[config.mk]
export PLATFORM = sky130hd
export DESIGN_NAME = game_timer_flat
export DESIGN_NICKNAME = d
export VERILOG_FILES = /design/src/rtl/game_pkg.sv /design/src/rtl/game_timer_if.sv /design/src/rtl/tick_prescaler.sv /design/src/rtl/game_timer.sv /design/src/flat_wrapper.sv
export SDC_FILE = /design/constraint.sdc
export NUM_CORES = 1
export LEC_CHECK = 0
export CAP_MARGIN = 10
export CORE_MARGIN = 2
export CORE_UTILIZATION = 45
export DETAILED_ROUTE_END_ITERATION = 7
export GPL_TIMING_DRIVEN = 0
export HOLD_SLACK_MARGIN = 0.15
export PLACE_DENSITY_LB_ADDON = 0.05
export SYNTH_ARGS = -nofsm -noshare
export SYNTH_HDL_FRONTEND = slang
export SYNTH_HIERARCHICAL = 1
export SYNTH_SLANG_ARGS = --single-unit
[constraint.sdc]
create_clock -name clk_50M -period 3.9 [get_ports clk_50M]
set_input_delay 0.39 -clock clk_50M [delete_from_list [all_inputs] [get_ports clk_50M]]
set_output_delay 0.39 -clock clk_50M [all_outputs]
set_load 0.1 [all_outputs]
[src/rtl/game_pkg.sv]
// Shared types and default timing constants for the BlackJack timing block.
package game_pkg;

  typedef enum logic [1:0] {
    IDLE = 2'd0,
    RUN  = 2'd1,
    DONE = 2'd2
  } timer_state_e;

  localparam int CLK_HZ_50M       = 50_000_000;
  localparam int TICK_HZ_DEFAULT  = 2_000;
  localparam int TIMEOUT_2S_TICKS = 4_000;

endpackage

[src/rtl/game_timer_if.sv]
// Control and status bundle between the game FSM and the timing block.
interface game_timer_if #(
  parameter int WIDTH = 12
);

  logic             i_Enable;
  logic             i_Zero;
  logic             i_Start;
  logic [WIDTH-1:0] o_Count;
  logic             o_Wrap;
  logic             o_Tick;
  logic             o_Busy;
  logic             o_Done;

  modport master (
    output i_Enable, i_Zero, i_Start,
    input  o_Count, o_Wrap, o_Tick, o_Busy, o_Done
  );

  modport slave (
    input  i_Enable, i_Zero, i_Start,
    output o_Count, o_Wrap, o_Tick, o_Busy, o_Done
  );

endinterface

[src/rtl/tick_prescaler.sv]
// Free-running divider producing a registered one-cycle tick every DIV clocks.
module tick_prescaler #(
  parameter int DIV = 25_000
) (
  input  logic clk_50M,
  input  logic i_Reset,
  output logic o_Tick
);

  localparam int CW = (DIV >= 2) ? $clog2(DIV) : 1;
  localparam logic [CW-1:0] PHASE_LAST = CW'(DIV - 1);

  if (DIV < 2) begin : g_div_check
    $fatal(1, "tick_prescaler: DIV must be >= 2");
  end

  logic [CW-1:0] phase_q, phase_d;
  logic          tick_q, tick_d;

  always_comb begin
    tick_d  = (phase_q == PHASE_LAST);
    phase_d = tick_d ? '0 : phase_q + 1'b1;
  end

  always_ff @(posedge clk_50M) begin
    if (i_Reset) begin
      phase_q <= '0;
      tick_q  <= 1'b0;
    end else begin
      phase_q <= phase_d;
      tick_q  <= tick_d;
    end
  end

  assign o_Tick = tick_q;

endmodule

[src/rtl/game_timer.sv]
// Prescaler, modulo counter and retriggerable tick-based timeout on the 50 MHz clock.
module game_timer
  import game_pkg::*;
#(
  parameter int WIDTH         = 12,
  parameter int MODULO        = 2 ** WIDTH,
  parameter int CLK_HZ        = CLK_HZ_50M,
  parameter int TICK_HZ       = TICK_HZ_DEFAULT,
  parameter int TIMEOUT_TICKS = TIMEOUT_2S_TICKS
) (
  input  logic         clk_50M,
  input  logic         i_Reset,
  game_timer_if.slave  bus
);

  localparam int DIV = CLK_HZ / TICK_HZ;
  localparam int TW  = (TIMEOUT_TICKS > 1) ? $clog2(TIMEOUT_TICKS) : 1;
  localparam logic [WIDTH-1:0] COUNT_MAX = WIDTH'(MODULO - 1);
  localparam logic [TW-1:0]    TICK_LAST = TW'(TIMEOUT_TICKS - 1);

  if (DIV < 2 || (CLK_HZ % TICK_HZ) != 0) begin : g_div_check
    $fatal(1, "game_timer: CLK_HZ/TICK_HZ must be an integer >= 2");
  end
  if (MODULO < 2 || MODULO > 2 ** WIDTH) begin : g_mod_check
    $fatal(1, "game_timer: MODULO must lie in 2..2**WIDTH");
  end
  if (TIMEOUT_TICKS < 1) begin : g_to_check
    $fatal(1, "game_timer: TIMEOUT_TICKS must be >= 1");
  end

  logic tick;

  tick_prescaler #(.DIV(DIV)) u_prescaler (
    .clk_50M (clk_50M),
    .i_Reset (i_Reset),
    .o_Tick  (tick)
  );

  logic [WIDTH-1:0] count_q, count_d;
  logic             wrap_q, wrap_d;
  timer_state_e     state_q, state_d;
  logic [TW-1:0]    ticks_q, ticks_d;
  logic             busy_q, busy_d;
  logic             done_q, done_d;

  always_comb begin
    count_d = count_q;
    wrap_d  = 1'b0;
    if (bus.i_Zero) begin
      count_d = '0;
    end else if (bus.i_Enable) begin
      if (count_q == COUNT_MAX) begin
        count_d = '0;
        wrap_d  = 1'b1;
      end else begin
        count_d = count_q + 1'b1;
      end
    end
  end

  // A start in any state (re)arms the timeout; a tick coinciding with it is dropped.
  always_comb begin
    state_d = state_q;
    ticks_d = ticks_q;
    unique case (state_q)
      IDLE: begin
        if (bus.i_Start) begin
          state_d = RUN;
          ticks_d = '0;
        end
      end
      RUN: begin
        if (bus.i_Start) begin
          ticks_d = '0;
        end else if (tick) begin
          if (ticks_q == TICK_LAST) state_d = DONE;
          else                      ticks_d = ticks_q + 1'b1;
        end
      end
      DONE: begin
        if (bus.i_Start) begin
          state_d = RUN;
          ticks_d = '0;
        end else begin
          state_d = IDLE;
        end
      end
      default: begin
        state_d = IDLE;
        ticks_d = '0;
      end
    endcase
    busy_d = (state_d == RUN);
    done_d = (state_d == DONE);
  end

  always_ff @(posedge clk_50M) begin
    if (i_Reset) begin
      count_q <= '0;
      wrap_q  <= 1'b0;
      state_q <= IDLE;
      ticks_q <= '0;
      busy_q  <= 1'b0;
      done_q  <= 1'b0;
    end else begin
      count_q <= count_d;
      wrap_q  <= wrap_d;
      state_q <= state_d;
      ticks_q <= ticks_d;
      busy_q  <= busy_d;
      done_q  <= done_d;
    end
  end

  assign bus.o_Count = count_q;
  assign bus.o_Wrap  = wrap_q;
  assign bus.o_Tick  = tick;
  assign bus.o_Busy  = busy_q;
  assign bus.o_Done  = done_q;

endmodule

[src/flat_wrapper.sv]
// flat-port wrapper written by rule: the top's interface ports become plain ports
module game_timer_flat import game_pkg::*;
#(
  parameter int WIDTH         = 12,
  parameter int MODULO        = 2 ** WIDTH,
  parameter int CLK_HZ        = CLK_HZ_50M,
  parameter int TICK_HZ       = TICK_HZ_DEFAULT,
  parameter int TIMEOUT_TICKS = TIMEOUT_2S_TICKS
)
  (clk_50M, i_Reset, bus_i_Enable, bus_i_Zero, bus_i_Start, bus_o_Count, bus_o_Wrap, bus_o_Tick, bus_o_Busy, bus_o_Done);
  game_timer_if #(.WIDTH(WIDTH)) bus_i ();
  input  logic clk_50M;
  input  logic i_Reset;
  input wire logic [$bits(bus_i.i_Enable)-1:0] bus_i_Enable;
  input wire logic [$bits(bus_i.i_Zero)-1:0] bus_i_Zero;
  input wire logic [$bits(bus_i.i_Start)-1:0] bus_i_Start;
  output wire logic [$bits(bus_i.o_Count)-1:0] bus_o_Count;
  output wire logic [$bits(bus_i.o_Wrap)-1:0] bus_o_Wrap;
  output wire logic [$bits(bus_i.o_Tick)-1:0] bus_o_Tick;
  output wire logic [$bits(bus_i.o_Busy)-1:0] bus_o_Busy;
  output wire logic [$bits(bus_i.o_Done)-1:0] bus_o_Done;
  assign bus_i.i_Enable = bus_i_Enable;
  assign bus_i.i_Zero = bus_i_Zero;
  assign bus_i.i_Start = bus_i_Start;
  assign bus_o_Count = bus_i.o_Count;
  assign bus_o_Wrap = bus_i.o_Wrap;
  assign bus_o_Tick = bus_i.o_Tick;
  assign bus_o_Busy = bus_i.o_Busy;
  assign bus_o_Done = bus_i.o_Done;
  game_timer #(.WIDTH(WIDTH), .MODULO(MODULO), .CLK_HZ(CLK_HZ), .TICK_HZ(TICK_HZ), .TIMEOUT_TICKS(TIMEOUT_TICKS)) u_core (.clk_50M(clk_50M), .i_Reset(i_Reset), .bus(bus_i));
endmodule
==> results.tsv, run 1 <==
metric	value	unit
status	finished, final reports clean	
FILL cells	436	
Die Width	72.14	um
CP Launch Type	flip-flop	
Reg power frac	0.582	
Ys Warns	6	
Fin Hold WS	0.4833	ns
Yosys top cell by area	dfxtp_1	
pin count of the biggest net entering global routing	13	
Via Count	1699	
FP Rows	24	
Int Pwr	624.1	uW
Worst EP arrival	1.92	ns
post-cts gate resize count	0	
Iter 0 DRT Violations	74	
number of synthesized register bits	45	
total track usage	0.1697	
core area	0.004414	sq mm
total CTS buffers	5	
number of synthesized flops with an enable pin	0	
CTS clk-pin slew, worst paths	0.08	ns
CP max stage cell	clkdlybuf4s50_1	
cell chain of the critical path	clkdlybuf4s50_1	
slack of the critical path	1.587	ns
Die Y	72.14	um
min cycle time layout	2.313	ns
RSZ-0062 raised after global routing	no	
Final Util	0.5530	
skew final	0.006908	ns
net switching power	185.0	uW
CP max stage delay	1.18	ns
Leak Pwr	0.0007697	uW
Max Freq	432.3	MHz
DRC violation count after routing	0	
Cell variety after synth	45	
H-tree levels	2	
worst min-delay path class	flip-flop to flip-flop	
Critical Path Sink Type	primary output	
switching share of power	0.2286	
Worst Path Buf+Inv	1	
max_slew headroom	0.3534	
layout cell share with drive strength beyond 1	0.06897	
first-pass GRT wire length	7107	um
initial antenna violation count	0	
Port Buf Inserts	20	
final setup vio count	0	
Place WS	1.893	ns
Worst Path Class, Setup	flip-flop to primary output	
ant diodes	0	
wire length per cell	12.71	um
post-synthesis cell count	234	
P&R area growth vs syn	16.83	%
Sink Count	45	
maxcap violations	0	
number of global-route vias before repair	1589	
die area	0.005204	sq mm
Gate power share	0.065	
CP required	3.51	ns
postcts setup bufs	0	
Top FF cell, synth	dfxtp_1	
clock share of power	0.353	
Top Ports	21	
Post-Syn Area	0.002090	sq mm
WL final	3977	um
CP max FO	7	
Setup TNS	0	ns
initial core utilization	0.4734	
CTS tree	yes	
syn_nets	243	
total power	809.1	uW
main area contributors after synthesis	dfxtp_1 (43%), xnor2_1 (7.5%), nor2_1 (7.4%)	
fin. max-slew vios	0	
top-area cell type share of the netlist area	0.4311	
vias per std cell	5.428	
Skew-Pair Late Insertion Delay	0.29	ns
clock root buffer master	clkbuf_8	
PwrDens	331.5	mW/mm^2
Clock Path Buffers	2	
Final Cycle Share	0.5931	
HPWL Detailed	2901	um
worst slew pin tran	0.9669	ns
syn avg cell area	8.930	sq um
sequential-to-total area share from yosys stat	0.4311	
CTS Hold Bufs	0	
GRT overflow	0	
nets	270	
VDD IR max	0.1334	mV
First-pass DRT Iterations	4	
final hold vios	0	
Largest delay share family, worst path	buffers and inverters	
Final ANT Viol Nets	0	
RePlAce Congestion	0.8148	
asr flop ratio synth	0	
## final timing paths
check / from / to / slack, ns / cells past startpoint
worst max register to register: u_core/ticks_q[0]$_SDFFE_PP0P_ / u_core/ticks_q[5]$_SDFFE_PP0P_ / 2.08 / 7
worst max-delay path: u_core/u_prescaler/o_Tick$_SDFF_PP0_ / bus_o_Tick / 1.59 / 1
worst min register to register: u_core/ticks_q[11]$_SDFFE_PP0P_ / u_core/ticks_q[11]$_SDFFE_PP0P_ / 0.48 / 2
worst min-delay path: u_core/ticks_q[11]$_SDFFE_PP0P_ / u_core/ticks_q[11]$_SDFFE_PP0P_ / 0.48 / 2
## metal layers
layer  vias to the layer above  wire length (um)  global-route usage
met1                       774              2172              0.2394
met2                        32              1601              0.2487
met4                         0                27             0.05870
li1                        891                 -                   -
met5                         -                 0                   0
met3                         2               177             0.04722
## cells in the mapped netlist (4+ instances only)
library cell,count
nor3_1,8
ha_1,4
nand3_1,12
inv_1,5
or4_1,4
nor4_1,5
a21oi_1,8
xnor2_1,18
xor2_1,8
nor2_1,41
dfxtp_1,45
nand4_1,8
nand2_1,17
## power groups by stage
stage / logic, uW / registers (uW) / clock network [uW]
final: 52.5 / 471 / 286
after global routing: 57.4 / 472 / 313
after CTS: 52.8 / 471 / 297
after detailed placement: 52.6 / 482 / 0
after global placement: 52.6 / 482 / 0
after floorplan: 26.7 / 491 / 0
## flip-flops by register name, summed over array words and instances, names as in the netlist
register,cells
u_core/u_prescaler/phase_q,15
u_core/bus.o_Count,12
u_core/ticks_q,12
u_core/state_q,2
u_core/bus.o_Busy,1
u_core/bus.o_Done,1
u_core/bus.o_Wrap,1
u_core/u_prescaler/o_Tick,1
## layout by cell type, fill, tap and decap left out, types with 2 or more instances in the layout
| cell | n |
|---|---|
| clkbuf_8 | 6 |
| inv_1 | 5 |
| xor2_1 | 8 |
| nand3b_1 | 2 |
| clkbuf_1 | 3 |
| nand4bb_1 | 2 |
| nand3_1 | 12 |
| clkdlybuf4s50_1 | 20 |
| ha_1 | 4 |
| nand2_1 | 17 |
| nand4_1 | 8 |
| o21ai_0 | 3 |
| o31ai_1 | 2 |
| nor4_1 | 5 |
| a211oi_1 | 3 |
| o211ai_1 | 2 |
| nor2_1 | 41 |
| or3_1 | 2 |
| or4_1 | 4 |
| nor3_1 | 8 |
| nand2b_1 | 3 |
| xnor2_1 | 18 |
| buf_6 | 3 |
| dfxtp_1 | 45 |
| and4_1 | 3 |
| a21oi_1 | 8 |
| o2111ai_1 | 3 |
| nor4b_1 | 2 |
## cell type report
| type | count | area (sq um) | share of cell area |
|---|---|---|---|
| Buffer | 6 | 46.29 | 0.01896 |
| Clock buffer | 7 | 86.33 | 0.03537 |
| Inverter | 5 | 18.77 | 0.007688 |
| Multi-Input combinational cell | 178 | 1124 | 0.4603 |
| Sequential cell | 45 | 900.9 | 0.3690 |
| Tap cell | 52 | 65.06 | 0.02665 |
| Timing Repair Buffer | 20 | 200.2 | 0.08201 |
## per-stage QoR
step | cell area, sq um | instances
global placement | 2355 | 306
detailed placement | 2355 | 306
floorplan | 2090 | 234
finish | 2441 | 313
CTS | 2441 | 313
global route | 2441 | 313
## cells by family after synthesis
family | count (synthesis) | share of synthesized area
buffers and inverters | 11 | 0.03114
multiplexers | 1 | 0.004791
AND/OR/NAND/NOR | 119 | 0.3060
flip-flops | 45 | 0.4311
adder cells (fa/ha/maj) | 4 | 0.02395
XOR/XNOR | 26 | 0.1090
AO/OA/AOI/OAI | 28 | 0.09401
(Power assumes the default switching activity.)
==> inputs of run 2 (changes only) <==
==> constraint.sdc (replaced) <==
create_clock -name clk_50M -period 2.3 [get_ports clk_50M]
set_input_delay 0.23 -clock clk_50M [delete_from_list [all_inputs] [get_ports clk_50M]]
set_output_delay 0.23 -clock clk_50M [all_outputs]
set_load 0.1 [all_outputs]
==> results of run 2 <==
The final DEF is identical to that of run 1. Status: finished, final reports clean.
Main changes from that run: setup slack after placement 1.893 ns -> 0.4527 ns; setup slack after layout 1.587 ns -> 0.1467 ns; register-to-register setup slack 2.08 ns -> 0.48 ns; total power 809.1 uW -> 1372 uW; worst IR drop on VDD 0.1334 mV -> 0.2262 mV
